## config.mk

```make
export PLATFORM = sky130hd
export DESIGN_NAME = hash_msg_feeder_flat
export DESIGN_NICKNAME = d
export VERILOG_FILES = /design/src/rtl/hash_msg_feeder_if.sv /design/src/rtl/hash_msg_feeder.sv /design/src/flat_wrapper.sv
export SDC_FILE = /design/constraint.sdc
export NUM_CORES = 1
export LEC_CHECK = 0
export ABC_AREA = 1
export BUFFER_PORTS_ARGS = -buffer_cell sky130_fd_sc_hd__buf_4
export CORE_MARGIN = 2
export CORE_UTILIZATION = 55
export CTS_BUF_LIST = sky130_fd_sc_hd__clkbuf_4 sky130_fd_sc_hd__clkbuf_8 sky130_fd_sc_hd__clkbuf_16
export CTS_CLUSTER_SIZE = 16
export DETAILED_ROUTE_END_ITERATION = 8
export MAX_ROUTING_LAYER = met4
export PLACE_DENSITY_LB_ADDON = 0.08
export SETUP_SLACK_MARGIN = 0.2
export SLEW_MARGIN = 40
export SYNTH_ARGS = -nofsm -noshare
export SYNTH_HDL_FRONTEND = slang
export SYNTH_SLANG_ARGS = --single-unit
```

## constraint.sdc

```tcl
create_clock -name clk -period 6.3 [get_ports clk]
set_input_delay 1.26 -clock clk [delete_from_list [all_inputs] [get_ports clk]]
set_output_delay 1.26 -clock clk [all_outputs]
set_load 0.02 [all_outputs]
```

## src/rtl/hash_msg_feeder_if.sv

```systemverilog
// hash_msg_feeder_if
//   Bundles every non-clock signal of the hash message feeder.
//   slave  : the feeder's view (consumes length/data, drives the hash core
//            byte stream and the result handshake).
//   master : the environment's view (mirror image of slave).
//   Signals:
//     s_len_valid/s_len_ready/s_len     64-bit message length handshake
//     s_data_valid/s_data_ready/s_data  32-bit data word handshake
//     M_valid/M/C_in                    byte stream and length to hash core
//     hash_ready/digest_out             hash core done flag and result
//     d_valid/d_ready/d_digest          captured result handshake
//     busy                              feeder not idle
`timescale 1ns/1ps
interface hash_msg_feeder_if;
  logic        s_len_valid;
  logic        s_len_ready;
  logic [63:0] s_len;
  logic        s_data_valid;
  logic        s_data_ready;
  logic [31:0] s_data;
  logic        M_valid;
  logic [7:0]  M;
  logic [63:0] C_in;
  logic        hash_ready;
  logic [63:0] digest_out;
  logic        d_valid;
  logic        d_ready;
  logic [63:0] d_digest;
  logic        busy;

  modport slave (
    input  s_len_valid, s_len, s_data_valid, s_data, hash_ready, digest_out, d_ready,
    output s_len_ready, s_data_ready, M_valid, M, C_in, d_valid, d_digest, busy
  );

  modport master (
    output s_len_valid, s_len, s_data_valid, s_data, hash_ready, digest_out, d_ready,
    input  s_len_ready, s_data_ready, M_valid, M, C_in, d_valid, d_digest, busy
  );
endinterface

```

## src/rtl/hash_msg_feeder.sv

```systemverilog
// hash_msg_feeder
//   Accepts a 64-bit message length and a stream of 32-bit data words and
//   feeds the message one byte per cycle to a hash core, then captures the
//   core's digest and offers it on a valid/ready result port.
//   Ports:
//     clk    : single clock, rising edge
//     rst_n  : asynchronous active-low reset
//     bus    : hash_msg_feeder_if.slave (length, data, byte stream, result)
//   Parameter:
//     LSB_FIRST : 1 = s_data[7:0] emitted first, 0 = s_data[31:24] first
`timescale 1ns/1ps
module hash_msg_feeder #(
  parameter bit LSB_FIRST = 1'b1
) (
  input  logic             clk,
  input  logic             rst_n,
  hash_msg_feeder_if.slave bus
);

  typedef enum logic [2:0] {IDLE, ZERO, SEND, WAIT, OUT} state_t;

  state_t      state_q;
  logic [63:0] len_q;
  logic [63:0] words_left_q;
  logic [63:0] bytes_left_q;
  logic [63:0] d_digest_q;
  logic [31:0] buf_q;
  logic [2:0]  buf_cnt_q;
  logic        wait_first_q;
  logic        d_valid_q;

  logic        emit_d;
  logic        last_byte_d;
  logic        len_xfer_d;
  logic        data_xfer_d;
  logic [63:0] bytes_after_d;
  logic [63:0] words_init_d;
  logic [2:0]  load_cnt_d;
  logic [7:0]  cur_byte_d;

  assign emit_d      = (state_q == SEND) && (buf_cnt_q != 3'd0);
  assign last_byte_d = emit_d && (bytes_left_q == 64'd1);
  assign cur_byte_d  = LSB_FIRST ? buf_q[7:0] : buf_q[31:24];

  // Gated with rst_n so the length port is not ready while reset is held,
  // yet is ready in the very first cycle after release.
  assign bus.s_len_ready  = rst_n && (state_q == IDLE);
  // A new word may enter when the buffer is empty or draining its last byte,
  // which is what lets consecutive words stream without a bubble.
  assign bus.s_data_ready = (state_q == SEND) && (words_left_q != 64'd0) &&
                            (buf_cnt_q <= 3'd1);

  assign len_xfer_d  = bus.s_len_valid && bus.s_len_ready;
  assign data_xfer_d = bus.s_data_valid && bus.s_data_ready;

  // Bytes still owed after this cycle's emission; the final word only keeps
  // that many bytes, the rest of it is dropped.
  assign bytes_after_d = bytes_left_q - {63'd0, emit_d};
  assign load_cnt_d    = (bytes_after_d >= 64'd4) ? 3'd4 : bytes_after_d[2:0];

  // ceil(len/4) without the overflow of (len+3)>>2 at len = 2^64-1.
  assign words_init_d = {2'b00, bus.s_len[63:2]} + {63'd0, |bus.s_len[1:0]};

  assign bus.M_valid  = (state_q == ZERO) || emit_d;
  assign bus.M        = emit_d ? cur_byte_d : 8'h00;
  assign bus.C_in     = len_q;
  assign bus.d_valid  = d_valid_q;
  assign bus.d_digest = d_digest_q;
  assign bus.busy     = (state_q != IDLE);

  always_ff @(posedge clk or negedge rst_n) begin
    if (!rst_n) begin
      state_q      <= IDLE;
      len_q        <= 64'd0;
      words_left_q <= 64'd0;
      bytes_left_q <= 64'd0;
      d_digest_q   <= 64'd0;
      buf_q        <= 32'd0;
      buf_cnt_q    <= 3'd0;
      wait_first_q <= 1'b0;
      d_valid_q    <= 1'b0;
    end else begin
      case (state_q)
        IDLE: begin
          if (len_xfer_d) begin
            len_q        <= bus.s_len;
            bytes_left_q <= bus.s_len;
            words_left_q <= words_init_d;
            state_q      <= (bus.s_len == 64'd0) ? ZERO : SEND;
          end
        end
        ZERO: begin
          state_q      <= WAIT;
          wait_first_q <= 1'b1;
        end
        SEND: begin
          if (emit_d) begin
            bytes_left_q <= bytes_left_q - 64'd1;
            buf_cnt_q    <= buf_cnt_q - 3'd1;
            buf_q        <= LSB_FIRST ? (buf_q >> 8) : (buf_q << 8);
          end
          // A load only happens when the buffer is empty or just drained,
          // so it safely overrides the shift above.
          if (data_xfer_d) begin
            buf_q        <= bus.s_data;
            buf_cnt_q    <= load_cnt_d;
            words_left_q <= words_left_q - 64'd1;
          end
          if (last_byte_d) begin
            state_q      <= WAIT;
            wait_first_q <= 1'b1;
            buf_cnt_q    <= 3'd0;
          end
        end
        WAIT: begin
          // hash_ready may still be high from the previous message during
          // the first WAIT cycle, so it is only trusted afterwards.
          if (wait_first_q) begin
            wait_first_q <= 1'b0;
          end else if (bus.hash_ready) begin
            d_digest_q <= bus.digest_out;
            d_valid_q  <= 1'b1;
            state_q    <= OUT;
          end
        end
        OUT: begin
          if (bus.d_ready) begin
            d_valid_q <= 1'b0;
            state_q   <= IDLE;
          end
        end
        default: state_q <= IDLE;
      endcase
    end
  end

endmodule

```

## src/flat_wrapper.sv

```systemverilog
// flat-port wrapper written by rule: the top's interface ports become plain ports
module hash_msg_feeder_flat 
#(
  parameter bit LSB_FIRST = 1'b1
)
  (clk, rst_n, bus_s_len_valid, bus_s_len, bus_s_data_valid, bus_s_data, bus_hash_ready, bus_digest_out, bus_d_ready, bus_s_len_ready, bus_s_data_ready, bus_M_valid, bus_M, bus_C_in, bus_d_valid, bus_d_digest, bus_busy);
  hash_msg_feeder_if bus_i ();
  input  logic clk;
  input  logic rst_n;
  input wire logic [$bits(bus_i.s_len_valid)-1:0] bus_s_len_valid;
  input wire logic [$bits(bus_i.s_len)-1:0] bus_s_len;
  input wire logic [$bits(bus_i.s_data_valid)-1:0] bus_s_data_valid;
  input wire logic [$bits(bus_i.s_data)-1:0] bus_s_data;
  input wire logic [$bits(bus_i.hash_ready)-1:0] bus_hash_ready;
  input wire logic [$bits(bus_i.digest_out)-1:0] bus_digest_out;
  input wire logic [$bits(bus_i.d_ready)-1:0] bus_d_ready;
  output wire logic [$bits(bus_i.s_len_ready)-1:0] bus_s_len_ready;
  output wire logic [$bits(bus_i.s_data_ready)-1:0] bus_s_data_ready;
  output wire logic [$bits(bus_i.M_valid)-1:0] bus_M_valid;
  output wire logic [$bits(bus_i.M)-1:0] bus_M;
  output wire logic [$bits(bus_i.C_in)-1:0] bus_C_in;
  output wire logic [$bits(bus_i.d_valid)-1:0] bus_d_valid;
  output wire logic [$bits(bus_i.d_digest)-1:0] bus_d_digest;
  output wire logic [$bits(bus_i.busy)-1:0] bus_busy;
  assign bus_i.s_len_valid = bus_s_len_valid;
  assign bus_i.s_len = bus_s_len;
  assign bus_i.s_data_valid = bus_s_data_valid;
  assign bus_i.s_data = bus_s_data;
  assign bus_i.hash_ready = bus_hash_ready;
  assign bus_i.digest_out = bus_digest_out;
  assign bus_i.d_ready = bus_d_ready;
  assign bus_s_len_ready = bus_i.s_len_ready;
  assign bus_s_data_ready = bus_i.s_data_ready;
  assign bus_M_valid = bus_i.M_valid;
  assign bus_M = bus_i.M;
  assign bus_C_in = bus_i.C_in;
  assign bus_d_valid = bus_i.d_valid;
  assign bus_d_digest = bus_i.d_digest;
  assign bus_busy = bus_i.busy;
  hash_msg_feeder #(.LSB_FIRST(LSB_FIRST)) u_core (.clk(clk), .rst_n(rst_n), .bus(bus_i));
endmodule
```

# Yosys cells after proc, flatten, opt, wreduce, memory -nomap -nowiden
# Cells that the tools add are included.
op_classes:
  n_addsub: 5
  n_lt_le_gt_ge: 2
  eq_ne: 12
  n_mux: 26
  bitwise: 1
  n_reduce_logical: 28
ops:
  columns: ["cell", "n"]
  rows:
  - ["64-bit two-way mux", 4]
  - ["64-bit case mux with 2 select lines", 2]
  - ["64-bit by 1-bit subtractor with 64-bit output (second input constant)", 2]
  - ["64-bit by 1-bit equality test with 1-bit output (second input constant)", 1]
  - ["64-bit by 3-bit >= comparator with 1-bit output (second input constant)", 1]
  - ["64-bit logical NOT", 1]
  - ["32-bit two-way mux", 2]
  - ["64-bit nonzero test", 1]
  - ["64-bit by 1-bit subtractor with 64-bit output", 1]
  - ["62-bit by 1-bit adder with 63-bit output", 1]
  - ["3-bit two-way mux", 9]
  - ["3-bit case mux with 5 select lines", 1]
  - ["3-bit nonzero test", 4]
  - ["3-bit AND reduction", 3]
  - ["8-bit two-way mux", 1]
  - ["2-bit by 1-bit != test with 1-bit output (second input constant)", 4]
  - ["2-bit AND reduction", 4]
  - ["1-bit logical AND", 7]
  - ["3-bit by 2-bit equality test with 1-bit output (second input constant)", 2]
  - ["2-bit != test (second input constant)", 3]
  - ["2-bit nonzero test", 3]
  - ["5-bit AND reduction", 1]
  - ["1-bit two-way mux", 4]
  - ["4-bit AND reduction", 1]
  - ["other kinds (11)", 11]
word_totals:
  ff_bits: 296
  inputBits: 166
  output_inout_bits: 141
  elab_cells: 83

# Depth between registers and ports, before layout
depth:
  depth_word: 7
  depth_mapped: 25

# Worst setup path before layout
# Ideal clock, no wire load.
synth_timing:
  path_type: "reg-to-reg"
  startpoint: "register u_core.state_q[0]"
  endpoint: "register u_core.buf_cnt_q[2]"
  t_arrival_ns: 3.048
  required_ns: 6.184
  setup_slack_ns: 3.136
  path_stages_with_launch: 23
  path_buffers: 2
  period_less_slack_ns: 3.164
  path_cell_list: "dfrtp_1 nor2_1 inv_2 nor2_2 o21ai_1 clkbuf_1 inv_1 ha_1 ha_1 clkbuf_1 nand2_1 nor2_4 nand2_1 nor2_2 nand2_1 xor2_1 nand2_1 nor2_1 nand2_1 nor2_1 nand4_1 nand2_1 nand2_1"
synth_via:
  elab_chain_len: 7
  elab_cells_between_ends: 13
  cone_classes: "add/sub (1); order compare (1); eq/ne (1); mux (3); reduce/logical (7)"
synth_rtl:
  columns: ["item", "line_no", "source"]
  rows:
  - ["from (decl)", "hash_msg_feeder.sv:22", "state_t state_q;"]
  - ["from (signal assigned)", "hash_msg_feeder.sv:89", "state_q <= (bus.s_len == 64'd0) ? ZERO : SEND;"]
  - ["3-bit by 2-bit equality test with 1-bit output *", "hash_msg_feeder.sv:41, hash_msg_feeder.sv:50, hash_msg_feeder.sv:83", null]
  - ["1-bit logical AND", "hash_msg_feeder.sv:41", "assign emit_d = (state_q == SEND) && (buf_cnt_q != 3'd0);"]
  - ["64-bit by 1-bit subtractor with 64-bit output", "hash_msg_feeder.sv:58", "assign bytes_after_d = bytes_left_q - {63'd0, emit_d};"]
  - ["64-bit by 3-bit >= comparator with 1-bit output", "hash_msg_feeder.sv:59", "assign load_cnt_d = (bytes_after_d >= 64'd4) ? 3'd4 : bytes_after_d[2:0];"]
  - ["3-bit two-way mux", "hash_msg_feeder.sv:59", null]
  - ["3-bit two-way mux", "hash_msg_feeder.sv:104", "if (data_xfer_d) begin"]
  - ["3-bit two-way mux", "hash_msg_feeder.sv:109", "if (last_byte_d) begin"]
  - ["to (signal assigned)", "hash_msg_feeder.sv:99", "buf_cnt_q <= buf_cnt_q - 3'd1;"]
  - ["to (signal assigned)", "hash_msg_feeder.sv:106", "buf_cnt_q <= load_cnt_d;"]
  - ["to (decl)", "hash_msg_feeder.sv:28", "logic [2:0] buf_cnt_q;"]
# Every way passes the cells marked *; elsewhere a longest branch is shown, timed or not.
# A chain may end at the register's enable or synchronous reset.

# Worst setup path in the final report
layout_timing:
  startpoint: "register u_core.state_q[0]"
  endpoint: "output port bus_s_data_ready"
layout_via:
  elab_chain_len: 3
layout_rtl:
  columns: ["item", "line_no", "source"]
  rows:
  - ["3-bit by 2-bit equality test with 1-bit output", "hash_msg_feeder.sv:50", "assign bus.s_data_ready = (state_q == SEND) && (words_left_q != 64'd0) &&"]
  - ["1-bit logical AND (2 in series)", "hash_msg_feeder.sv:50", null]
  - ["to (decl)", "flat_wrapper.sv:18", "output wire logic [$bits(bus_i.s_data_ready)-1:0] bus_s_data_ready;"]
# Every way passes these cells.

==> out/results.txt <==
Sw Ratio: 48.8%
ANT nets after route: 0
R2r startpoint: u_core.state_q[0]
Slew @ Worst Pin: 854 ps
Mean Syn Cell Area: 6.80 um2
Outcome: finished, final reports clean
Vias in the first global route: 20.2k
Post-route clock period utilization: 67.5%
WL per Instance: 20.8 um
Worst-path clk slew: 70 ps
DP HPWL: 56.5 mm
Yosys warnings: 0
Clock latency on the worst-skew pair: 570 ps
Layout fillers: 3099
Die width: 192 um
Gpl congestion: 1.11
Via count: 21.1k
Hold-fix buffers, CTS: 0
Root buf cell: clkbuf_16
Resized Gates After CTS: 0
Number of max-cap violations: 0
Leading area contributor after synthesis: dfrtp_1
Global-route wire length before repair: 113 mm
Cell Rows: 68
First-pass DRT Iterations: 6
Share of layout cells above drive strength 1: 14.6%
Starting Density: 55.9%
Flops & latches, synth: 296
Placed cell area: 0.0219 mm2
Total core area: 0.0346 mm2
Clock tree from TritonCTS: done
Final Skew: 26.7 ps
Final setup viols: 0
Internal power: 6.02 mW
Postcts setup bufs: 0
CP Launch Point: u_core.state_q[0]
Crit-path slowest cell: buf_4
Via density per instance: 5.88
Synth Cell Area: 0.0193 mm2
Htree depth: 2
Hold_sp: u_core.bus.d_digest[56]
Peak VDD IR: 0.000417 V
Maximum clock path buffer count: 3
Top delay family on crit path: buffers and inverters
Flop pwr share: 31.7%
IO buf count: 306
Critical-path cell list: nor2_1, inv_2, nor2_4, buf_4, inv_6, nor3_2, nand2_1, inv_1, buf_4
1st-iter DRT viols: 2329
Final WL: 74.5 mm
Sequential share of the synthesized area: 38.3%
Number of remaining DRC errors: 0
Count of unique library cells instantiated by Yosys: 53
Worst Setup End Kind: output pin
Logic pwr share: 50.3%
Mapped Cells: 2846
Final #Nets: 3280
Leakage Power: 11.0 nW
Worst path max stage delay: 510 ps
Hold/Removal Path Class: reg2reg
Cts bufs inserted: 35
Largest net degree at the start of global routing: 113
Synth area leaders: dfrtp_1 38%, nand2_1 16%, nor2_1 8.1%
Critical path startpoint category: flip-flop
Die Footprint: 0.0367 mm2
Post-synth top area share: 38.3%
Max Freq: 235 MHz
Switching power: 5.75 mW
GRT overflow: 0
Slew margin rel.: 42.7%
CP Class: reg2out
Most frequent cells in the layout: 830 x nand2_1, 416 x nor2_1, 312 x buf_4
Initial antenna violation count: 0
Clock share of power: 18.0%
Max Slew Vio Count: 0
CP bufs+invs: 5
Final Hold Fails: 0
Most used cell, CP: buf_4
Number of synthesized flops with an enable pin: 0
Layout area overhead: 19.3%
IO Count: 307
Fin Setup TNS: 0 ps
RSZ-0062 raised after global routing: false
Global-route usage over all layers: 41.2%
Die Height: 192 um
Post-synth top flop: dfrtp_1
Power Density: 510 mW/mm2
Net count after synthesis: 3022
Min Tclk post-route: 4250 ps
Post-synth ARST share: 100%
Worst-path fanout max: 86
Critical Path RT: 5040 ps
Reg2reg setup slack: 2060 ps
# clock sinks: 296
Final Cell Area: 0.0231 mm2
Commonest non-fill, non-tap cell in the layout: nand2_1
CP arrival: 2990 ps
[cell usage after synthesis (2+ instances only)]
master      n
ha_1       10
o21ai_0   242
nand3_2     3
buf_1       7
a41oi_1     4
nor4_2      2
o311ai_0    2
buf_6       9
xnor2_1     8
inv_1     278
a31oi_1    44
a22oi_1     5
o221ai_1    5
nor4_1     19
nand3b_1    6
buf_2      19
o22a_1      2
nor3_1     64
xor2_1    121
dfrtp_1   296
o211ai_1   16
nand3_1   116
inv_2      12
nand4_1    51
o21ai_1    29
nor2_1    416
clkbuf_1   53
nor3_2      2
nand2_1   831
o22ai_2     2
nor2_4     16
a22o_1      4
o31ai_1     2
a21oi_1    85
buf_4       8
nor2_2     20
o22ai_1     6
nand2_2    13
or2_2       4
[power by group through the flow]
stage	Combinational (mW)	Clock (mW)	Sequential, mW
finish	5.92	2.12	3.73
global route	6.49	2.21	3.82
CTS	5.82	2.13	3.68
detailed placement	5.78	0	3.69
global placement	5.60	0	3.66
floorplan	3.48	0	3.89
[sequential cells by signal, summed over array words and instances, names as in the netlist]
name and flops:
u_core.bus.C_in 64, u_core.bus.d_digest 64, u_core.bytes_left_q 64, u_core.words_left_q 64
u_core.buf_q 32, u_core.buf_cnt_q 3, u_core.state_q 3, u_core.bus.d_valid 1
u_core.wait_first_q 1
[per-layer routing]
metal,wire (um),up-vias,track usage (%),part of all wire [%]
met2,34900,1120,64.0,47
met3,6260,274,6.81,8.4
met4,4150,0,21.0,5.6
li1,-,9702,-,-
met1,29100,9964,52.0,39
met5,0,-,-,0
[final cells by class]
| class | instances | area [um2] | area share [%] |
|---|---|---|---|
| timing repair buffer | 317 | 2430 | 10.5 |
| multi-input combinational | 2164 | 10400 | 45.1 |
| antenna | 1 | 2.50 | 0.0108 |
| sequential | 296 | 7410 | 32.1 |
| tap | 455 | 569 | 2.47 |
| inverter | 290 | 1100 | 4.75 |
| clock buffer | 46 | 990 | 4.29 |
| clock inverter | 15 | 184 | 0.797 |
[path summary, 6_finish.rpt]
path	end	cells after the start
setup / recovery	bus_s_data_ready	9
hold / removal	u_core.bus.d_digest[56]	2
setup reg to reg	u_core.words_left_q[9]	11
hold reg to reg	u_core.bus.d_digest[56]	2
max in group asynchronous	u_core.bytes_left_q[12]	3
min in group asynchronous	u_core.words_left_q[5]	1
[tightest hold or removal path: cells and delay by family, from the launching register on]
| family | cells | cell delay [ps] |
|---|---|---|
| DFF | 1 | 340 |
| and+or+nand+nor | 2 | 100 |
[logic make-up after synthesis]
kind of cell | share of synthesized area [%]
AND/OR/NAND/NOR | 34.2
XOR/XNOR | 5.84
buffers and inverters | 8.12
adder cells (fa/ha/maj) | 0.647
flip-flops | 38.3
AO/OA/AOI/OAI | 13.0
[per-stage QoR]
stage	hold WS, ps	setup WS, ps	total power, mW	utilization, %	instances
floorplan	449	3140	7.37	-	2846
global placement	454	2080	9.26	63.1	3521
detailed placement	459	2100	9.47	63.2	3522
CTS	474	2150	11.6	66.6	3583
global route	499	1830	12.5	66.7	3583
finish	473	2050	11.8	66.7	3584
No activity file was read; power rests on OpenSTA's default activity.
